**src/rtl/pad_reader_pkg.sv**
```systemverilog
// rtl/pad_reader_pkg.sv - shared state encoding and button bit map for the serial pad reader
package pad_reader_pkg;

    typedef enum logic [2:0] {
        ST_IDLE  = 3'd0,
        ST_LATCH = 3'd1,
        ST_HIGH  = 3'd2,
        ST_LOW   = 3'd3,
        ST_DONE  = 3'd4
    } pad_state_e;

    localparam int PAD_BITS_DEF = 16;

    // Bit positions in a button word, in the order the pad shifts them out.
    localparam int BTN_B      = 0;
    localparam int BTN_Y      = 1;
    localparam int BTN_SELECT = 2;
    localparam int BTN_START  = 3;
    localparam int BTN_UP     = 4;
    localparam int BTN_DOWN   = 5;
    localparam int BTN_LEFT   = 6;
    localparam int BTN_RIGHT  = 7;
    localparam int BTN_A      = 8;
    localparam int BTN_X      = 9;
    localparam int BTN_L      = 10;
    localparam int BTN_R      = 11;

endpackage

```
**src/rtl/pad_reader_if.sv**
```systemverilog
// rtl/pad_reader_if.sv - bus-side control/status and pad-side serial lines of the pad reader
interface pad_reader_if
    import pad_reader_pkg::*;
#(
    parameter int PAD_BITS = PAD_BITS_DEF
);
    logic                start;
    logic                frame_tick;
    logic                auto_poll_en;
    logic                busy;
    logic                done;
    logic                pad_latch;
    logic                pad_clk;
    logic [1:0]          pad_data;
    logic [PAD_BITS-1:0] pad1_buttons;
    logic [PAD_BITS-1:0] pad2_buttons;

    modport slave (
        input  start, frame_tick, auto_poll_en, pad_data,
        output busy, done, pad_latch, pad_clk, pad1_buttons, pad2_buttons
    );

    modport master (
        output start, frame_tick, auto_poll_en, pad_data,
        input  busy, done, pad_latch, pad_clk, pad1_buttons, pad2_buttons
    );
endinterface

```
**src/rtl/pad_reader_input_sync.sv**
```systemverilog
// rtl/pad_reader_input_sync.sv - two-flop synchronizer for the two asynchronous pad data lines
module pad_input_sync (
    input  logic       clk,
    input  logic       resetn,
    input  logic [1:0] data_i,
    output logic [1:0] data_o
);
    logic [1:0] meta_q;
    logic [1:0] sync_q;

    // Resets to 1 so an idle/disconnected line reads as "not pressed".
    always_ff @(posedge clk or negedge resetn) begin
        if (!resetn) begin
            meta_q <= 2'b11;
            sync_q <= 2'b11;
        end else begin
            meta_q <= data_i;
            sync_q <= meta_q;
        end
    end

    assign data_o = sync_q;
endmodule

```
**src/rtl/pad_reader.sv**
```systemverilog
// rtl/pad_reader.sv - SNES-style two-pad serial poller with frame-atomic button word update
module pad_reader
    import pad_reader_pkg::*;
#(
    parameter int CLK_DIV  = 64,
    parameter int PAD_BITS = PAD_BITS_DEF
) (
    input  logic         clk,
    input  logic         resetn,
    pad_reader_if.slave  bus
);
    localparam int PH_W  = $clog2(2 * CLK_DIV);
    localparam int BIT_W = $clog2(PAD_BITS);

    localparam logic [PH_W-1:0]  LATCH_LAST = PH_W'(2 * CLK_DIV - 1);
    localparam logic [PH_W-1:0]  HALF_LAST  = PH_W'(CLK_DIV - 1);
    localparam logic [BIT_W-1:0] BIT_LAST   = BIT_W'(PAD_BITS - 1);

    pad_state_e          state_q, state_d;
    logic [PH_W-1:0]     phase_q, phase_d;
    logic [BIT_W-1:0]    bit_q, bit_d;
    logic [PAD_BITS-1:0] shift1_q, shift1_d;
    logic [PAD_BITS-1:0] shift2_q, shift2_d;
    logic [PAD_BITS-1:0] btn1_q, btn1_d;
    logic [PAD_BITS-1:0] btn2_q, btn2_d;
    logic                latch_q, latch_d;
    logic                pclk_q, pclk_d;
    logic                busy_q, busy_d;
    logic                done_q, done_d;
    logic [1:0]          data_sync;
    logic                trig;

    pad_input_sync u_sync (
        .clk    (clk),
        .resetn (resetn),
        .data_i (bus.pad_data),
        .data_o (data_sync)
    );

    assign trig = bus.start | (bus.frame_tick & bus.auto_poll_en);

    always_comb begin
        state_d  = state_q;
        phase_d  = phase_q;
        bit_d    = bit_q;
        shift1_d = shift1_q;
        shift2_d = shift2_q;
        btn1_d   = btn1_q;
        btn2_d   = btn2_q;

        case (state_q)
            ST_IDLE: begin
                phase_d = '0;
                bit_d   = '0;
                if (trig) begin
                    state_d = ST_LATCH;
                end
            end
            ST_LATCH: begin
                if (phase_q == LATCH_LAST) begin
                    state_d = ST_HIGH;
                    phase_d = '0;
                    bit_d   = '0;
                end else begin
                    phase_d = phase_q + 1'b1;
                end
            end
            ST_HIGH: begin
                // Sample at the end of the high half so the synchronizer has settled.
                if (phase_q == HALF_LAST) begin
                    shift1_d[bit_q] = ~data_sync[0];
                    shift2_d[bit_q] = ~data_sync[1];
                    state_d         = ST_LOW;
                    phase_d         = '0;
                end else begin
                    phase_d = phase_q + 1'b1;
                end
            end
            ST_LOW: begin
                if (phase_q == HALF_LAST) begin
                    phase_d = '0;
                    if (bit_q == BIT_LAST) begin
                        state_d = ST_DONE;
                        btn1_d  = shift1_q;
                        btn2_d  = shift2_q;
                    end else begin
                        state_d = ST_HIGH;
                        bit_d   = bit_q + 1'b1;
                    end
                end else begin
                    phase_d = phase_q + 1'b1;
                end
            end
            ST_DONE: begin
                state_d = ST_IDLE;
            end
            default: begin
                state_d = ST_IDLE;
            end
        endcase

        // Outputs are decoded from the next state and registered, keeping the pad lines glitch-free.
        latch_d = (state_d == ST_LATCH);
        pclk_d  = (state_d != ST_LOW);
        busy_d  = (state_d != ST_IDLE);
        done_d  = (state_d == ST_DONE);
    end

    always_ff @(posedge clk or negedge resetn) begin
        if (!resetn) begin
            state_q  <= ST_IDLE;
            phase_q  <= '0;
            bit_q    <= '0;
            shift1_q <= '0;
            shift2_q <= '0;
            btn1_q   <= '0;
            btn2_q   <= '0;
            latch_q  <= 1'b0;
            pclk_q   <= 1'b1;
            busy_q   <= 1'b0;
            done_q   <= 1'b0;
        end else begin
            state_q  <= state_d;
            phase_q  <= phase_d;
            bit_q    <= bit_d;
            shift1_q <= shift1_d;
            shift2_q <= shift2_d;
            btn1_q   <= btn1_d;
            btn2_q   <= btn2_d;
            latch_q  <= latch_d;
            pclk_q   <= pclk_d;
            busy_q   <= busy_d;
            done_q   <= done_d;
        end
    end

    assign bus.pad_latch    = latch_q;
    assign bus.pad_clk      = pclk_q;
    assign bus.busy         = busy_q;
    assign bus.done         = done_q;
    assign bus.pad1_buttons = btn1_q;
    assign bus.pad2_buttons = btn2_q;
endmodule

```
**src/flat_wrapper.sv**
```systemverilog
// flat-port wrapper written by rule: the top's interface ports become plain ports
module pad_reader_flat import pad_reader_pkg::*;
#(
    parameter int CLK_DIV  = 64,
    parameter int PAD_BITS = PAD_BITS_DEF
)
  (clk, resetn, bus_start, bus_frame_tick, bus_auto_poll_en, bus_pad_data, bus_busy, bus_done, bus_pad_latch, bus_pad_clk, bus_pad1_buttons, bus_pad2_buttons);
  pad_reader_if #(.PAD_BITS(PAD_BITS)) bus_i ();
  input  logic clk;
  input  logic resetn;
  input wire logic [$bits(bus_i.start)-1:0] bus_start;
  input wire logic [$bits(bus_i.frame_tick)-1:0] bus_frame_tick;
  input wire logic [$bits(bus_i.auto_poll_en)-1:0] bus_auto_poll_en;
  input wire logic [$bits(bus_i.pad_data)-1:0] bus_pad_data;
  output wire logic [$bits(bus_i.busy)-1:0] bus_busy;
  output wire logic [$bits(bus_i.done)-1:0] bus_done;
  output wire logic [$bits(bus_i.pad_latch)-1:0] bus_pad_latch;
  output wire logic [$bits(bus_i.pad_clk)-1:0] bus_pad_clk;
  output wire logic [$bits(bus_i.pad1_buttons)-1:0] bus_pad1_buttons;
  output wire logic [$bits(bus_i.pad2_buttons)-1:0] bus_pad2_buttons;
  assign bus_i.start = bus_start;
  assign bus_i.frame_tick = bus_frame_tick;
  assign bus_i.auto_poll_en = bus_auto_poll_en;
  assign bus_i.pad_data = bus_pad_data;
  assign bus_busy = bus_i.busy;
  assign bus_done = bus_i.done;
  assign bus_pad_latch = bus_i.pad_latch;
  assign bus_pad_clk = bus_i.pad_clk;
  assign bus_pad1_buttons = bus_i.pad1_buttons;
  assign bus_pad2_buttons = bus_i.pad2_buttons;
  pad_reader #(.CLK_DIV(CLK_DIV), .PAD_BITS(PAD_BITS)) u_core (.clk(clk), .resetn(resetn), .bus(bus_i));
endmodule
```
**config.mk**
```make
export PLATFORM = sky130hd
export DESIGN_NAME = pad_reader_flat
export DESIGN_NICKNAME = d
export VERILOG_FILES = /design/src/rtl/pad_reader_pkg.sv /design/src/rtl/pad_reader_if.sv /design/src/rtl/pad_reader_input_sync.sv /design/src/rtl/pad_reader.sv /design/src/flat_wrapper.sv
export SDC_FILE = /design/constraint.sdc
export NUM_CORES = 1
export LEC_CHECK = 0
export CAP_MARGIN = 5
export CORE_AREA = 8 8 93 95
export DETAILED_ROUTE_END_ITERATION = 16
export DIE_AREA = 0 0 101 103
export PLACE_DENSITY = 0.78
export SLEW_MARGIN = 15
export SYNTH_ARGS = -nofsm -noshare
export SYNTH_HDL_FRONTEND = slang
export SYNTH_SLANG_ARGS = --single-unit
```
**constraint.sdc**
```tcl
create_clock -name clk -period 2.3 [get_ports clk]
set_input_delay 0.46 -clock clk [delete_from_list [all_inputs] [get_ports clk]]
set_output_delay 0.46 -clock clk [all_outputs]
set_load 0.05 [all_outputs]
```
# == Yosys cells after proc, flatten, opt, wreduce, memory -nomap -nowiden ==
# Index checks and enable logic that the tools add are counted.
# word_totals
reg_bits,86
in_bits,7
out_inout_bits,36
wordCells,59
# op_classes
add_sub_neg,2
magnitude_cmp,2
n_eq_ne,12
mux,17
n_bitwise,4
n_reduce_logical,9
# op_table
operator,n
16-bit bitwise mux,2
7-bit one-hot mux with 3 select lines,1
3-bit 2-to-1 mux,5
7-bit 2-to-1 mux,2
4-bit 2-to-1 mux,3
3-bit one-hot mux with 4 select lines,1
4-bit one-hot mux with 3 select lines,1
3-bit nonzero test,3
7-bit by 1-bit adder with 7-bit output (second input constant),1
7-bit by 6-bit == test with 1-bit output (second input constant),1
7-bit == test (second input constant),1
3-bit by 1-bit == test with 1-bit output (second input constant),2
3-bit by 2-bit == test with 1-bit output (second input constant),2
4-bit by 5-bit < comparator with 1-bit output (second input constant),1
4-bit by 1-bit adder with 4-bit output (second input constant),1
1-bit demux with 4-bit select,1
4-bit == test (second input constant),1
4-bit by 1-bit >= comparator with 1-bit output (second input constant),1
2-bit by 1-bit != test with 1-bit output (second input constant),2
4-bit AND reduction,1
3-bit == test (second input constant),1
3-bit logical NOT,1
3-bit by 2-bit != test with 1-bit output (second input constant),1
3-bit AND reduction,1
8 further kinds,9

# == Depth between registers and ports, before layout ==
# Gate-level depths: netlist (run 1).
# depth
ltp_word,5
depth_mapped,7

# == Cells and area by module ==
# From an unflattened synthesis (run 1), not the netlist that was laid out.
# hier_totals
hier_cells,332
area_unflattened_um2,3895.0
# modules_own_cells
module,instances,cells_per_inst,area_each_um2,seq_area_each_um2
pad_reader,1,328,3789.9,2053.2
pad_input_sync,1,4,105.1,105.1

# == Worst setup path before layout (run 1) ==
# Ideal clock, no wire load.
# synth_timing
path_type,reg2reg
start,register u_core.phase_q[0]
end,register u_core.bit_q[1]
setup_time_ns,0.122
arrival_time_ns,1.651
required_ns,2.178
setup_slack_ns,0.528
stages_incl_launch_ff,7
period_less_slack_ns,1.772
path_cell_list,dfrtp_1 -> ha_1 -> and3_1 -> buf_2 -> a32o_1 -> a41o_1 -> a32o_1
# synth_via
elab_chain_len,3
# synth_lines
element,line,rtl
"start, declared",pad_reader.sv:20,"logic [PH_W-1:0] phase_q, phase_d;"
"start signal, assigned",pad_reader.sv:124,phase_q <= phase_d;
7-bit by 6-bit == test with 1-bit output / 7-bit == test (equally long branches),"pad_reader.sv:80, pad_reader.sv:60",
2-bit by 1-bit != test with 1-bit output (no source line),-,
4-bit AND reduction (no source line) (*),-,
"end signal, assigned",pad_reader.sv:125,bit_q <= bit_d;
"end, declared",pad_reader.sv:21,"logic [BIT_W-1:0] bit_q, bit_d;"
# Mark *: on every way between the ends. The rest lies on a longest branch, timed or not.
# A chain may end at the register's enable or synchronous reset.

# == Worst setup path after layout (run 1) ==
# layout_timing
start,register u_core.pclk_q (netlist: u_core.bus.pad_clk)
end,output bus_pad_clk
# layout_rtl
element,line,rtl
"start, declared",pad_reader.sv:27,"logic pclk_q, pclk_d;"
"start signal, assigned",pad_reader.sv:131,pclk_q <= pclk_d;
"end, declared",flat_wrapper.sv:18,output wire logic [$bits(bus_i.pad_clk)-1:0] bus_pad_clk;
# No word-level cell between the ends.

==> flow_metrics.tcl, run 1 <==
set metrics [dict create \
    synth_flop_cell "dfrtp_1" \
    portBuffers 42 \
    nets 366 \
    synth_area_leaders "dfrtp_1, mux2_4, mux2i_1, o21ai_0, dfstp_2" \
    ctsHtreeMaxLevel 3 \
    status "complete, no violations" \
    synthArstFlopShare_pct 100 \
    seqCellArea_um2 2160 \
    ir_drop_v 0.000402 \
    syn_area_um2 3940 \
    ioPinCount 43 \
    r2r-start "u_core.phase_q[0]$_DFFE_PN0P_" \
    cts.sinks 86 \
    die_h_um 103 \
    synth-seq-area-share_pct 54.7 \
    drv_slew 0 \
    startpoint_type "flop" \
    synth_warnings 0 \
    cp_top_family "buffers and inverters" \
    clock_skew_ns 0.0119 \
    post_cts_resized 0 \
    syn_area_per_cell_um2 12.9 \
    wl_per_cell_um 16.4 \
    syn_to_final_growth_pct 17.9 \
    power.switching_w 0.000803 \
    p_int_w 0.00223 \
    n_fill_cell 549 \
    die_x_um 101 \
    multiInputGateArea_um2 1570 \
    n_antenna_cell 0 \
    layout_commonest_cell "dfrtp_1" \
    worstMarginPinSlew_ns 0.556 \
    drive_above_1_share_pct 22.3 \
    path_class "flop to output pin" \
    swShare_pct 26.5 \
    seqPwrFrac_pct 55.5 \
    fin_tns_setup_ns 0 \
    clkSlewWorstSetupHoldPaths_ns 0.09 \
    root_buffer "clkbuf_8" \
    synth_top_cell_by_area "dfrtp_1" \
    end_kind "output pin" \
    num_vias 2490 \
    start_util_pct 55.3 \
    synth.top_cell.area_share_pct 51.4 \
    crit_required_ns 1.84 \
    ant_nets 0 \
    drt_first_pass_iters 4 \
    syn_inst 305 \
    numCtsBuffers 9 \
    path_max_fanout 1 \
    grt_pass1_wl_um 12900 \
    comb_power_share_pct 8.6 \
    startpoint "u_core.bus.pad_clk$_DFF_PN1_" \
    synth_edf_count 0 \
    final.period_utilization_pct 92.4 \
    place_congestion 0.881 \
    ys_seq_elements 86 \
    rows 31 \
    core_area_um2 7140 \
    cp_slowest_stage_delay_ns 0.79 \
    post_cts_buffers 0 \
    p_leak_nw 2.18 \
    hold_ws_ns 0.0851 \
    crit_buf_inv 1 \
    clock_power_share_pct 35.9 \
    viasPerCell 5.44 \
    power.density_nw_per_um2 652 \
    cts_hold_buf 0 \
    hold_class "primary input to asynchronous set/reset pin" \
    relSlewSlack_pct 62.9 \
    overflow 0 \
    max_cap_viol_count 0 \
    setup_viol 0 \
    ys_types 54 \
    antenna_found_initial 0 \
    dieArea_um2 10400 \
    critical-path-slowest-cell "clkdlybuf4s50_1" \
    worstPathArrival_ns 1.67 \
    drt_iter0_drc 100 \
    grtUsageTotal_pct 15.7 \
    fmax_ghz 0.470 \
    dpl.hpwl_um 5500 \
    cts_tree "built" \
    layout_common_cells "dfrtp_1, clkdlybuf4s50_1, mux2_4, o21ai_0, inv_1" \
    rsz0062_at_grt "no" \
    cp_cell_sequence "clkdlybuf4s50_1" \
    grt_pass1_vias 2640 \
    hold_viol 0 \
    cts_buffer_depth 2 \
    syn-num-nets 317 \
    fin_crit_ns 2.13 \
    drt_wl_total_um 7530 \
    grt_max_degree 46 \
    clkLatencyLatePin_ns 0.36 \
    remaining_drc_errors 0 \
]
## final cells by class
cell class,instances,area share [%]
Sequential cell,86,46.4
Multi-Input combinational cell,183,33.8
Tap cell,99,2.66
Inverter,22,1.78
Clock inverter,6,1.48
Timing Repair Buffer,52,10.9
Clock buffer,10,2.96
## synth_stat cells (5+ instances only)
cell,instances
dfstp_2,5
dfrtp_1,81
o21ai_0,29
inv_1,21
a21oi_1,5
or3_1,6
mux2_4,29
ha_1,5
nand3_1,9
mux2i_1,17
nor2_1,6
a31oi_1,5
nand2_1,18
## state kept, by name, indices dropped and copies added (netlist names)
register                 flops
u_core.u_sync.data_o         2
u_core.bus.pad1_buttons     16
u_core.phase_q               7
u_core.bus.pad2_buttons     16
u_core.state_q               3
u_core.bus.pad_latch         1
u_core.bus.busy              1
u_core.bit_q                 4
u_core.shift2_q             16
u_core.u_sync.meta_q         2
u_core.bus.done              1
u_core.bus.pad_clk           1
u_core.shift1_q             16
## metal layers
metal / GRT usage (%) / wire (µm) / part of all wire [%]
met4: 6.19 / 113 / 1.5
met1: 19.2 / 3370 / 45
met5: 0 / 0 / 0
met3: 3.58 / 321 / 4.3
met2: 26.5 / 3720 / 49
## power groups by stage
stage          Sequential, W  Clock (W)  Combinational, W
2_1_floorplan        0.00169          0          0.000196
3_3_place_gp         0.00171          0          0.000256
3_5_place_dp         0.00171          0          0.000265
4_1_cts              0.00168    0.00111          0.000266
5_1_grt              0.00170    0.00117          0.000293
6_report             0.00168    0.00109          0.000261
## cells by family (layout without fill, tap and decap cells)
logic type | count (synthesis) | count (layout) | share of synthesized area (%)
fa+ha+maj | 5 | 5 | 1.59
simple gates | 71 | 71 | 12.7
compound gates | 57 | 57 | 9.14
xor+xnor | 1 | 1 | 0.222
flops | 86 | 86 | 54.7
mux | 49 | 49 | 16.2
buf+inv | 36 | 90 | 5.39
## final timing paths
kind | cells past startpoint | end | slack, ns
worst max register to register | 6 | u_core.bus.pad2_buttons[4]$_DFFE_PN0P_ | 0.27
worst min-delay path | 1 | u_core.shift2_q[7]$_DFFE_PN0P_ | 0.09
max in group asynchronous | 2 | u_core.u_sync.meta_q[0]$_DFF_PN1_ | 1.56
worst max-delay path | 1 | bus_pad_clk | 0.17
worst min register to register | 0 | u_core.u_sync.data_o[1]$_DFF_PN1_ | 0.35
min in group clk | 0 | u_core.u_sync.data_o[1]$_DFF_PN1_ | 0.35
## metrics by stage
stage / util (%) / instance area [µm²] / total power (W) / worst slack, ns / std cells
floorplan: - / 3940 / 0.00188 / 0.528 / 305
global placement: 62.3 / 4440 / 0.00196 / 0.340 / 442
global route: 65.1 / 4650 / 0.00316 / 0.139 / 458
CTS: 65.1 / 4650 / 0.00305 / 0.151 / 458
finish: 65.1 / 4650 / 0.00303 / 0.174 / 458
detailed placement: 62.3 / 4440 / 0.00198 / 0.273 / 442
Power figures use the tool's default switching activity.
==> inputs of run 2 (changes only) <==
--- a/config.mk
+++ b/config.mk
@@ -5,7 +5,7 @@
 export SDC_FILE = /design/constraint.sdc
 export NUM_CORES = 1
 export LEC_CHECK = 0
-export CAP_MARGIN = 5
+export CAP_MARGIN = 20
 export CORE_AREA = 8 8 93 95
 export DETAILED_ROUTE_END_ITERATION = 16
 export DIE_AREA = 0 0 101 103
==> results of run 2 <==
Same layout as run 1: the final DEF is identical, and so are final timing and power.
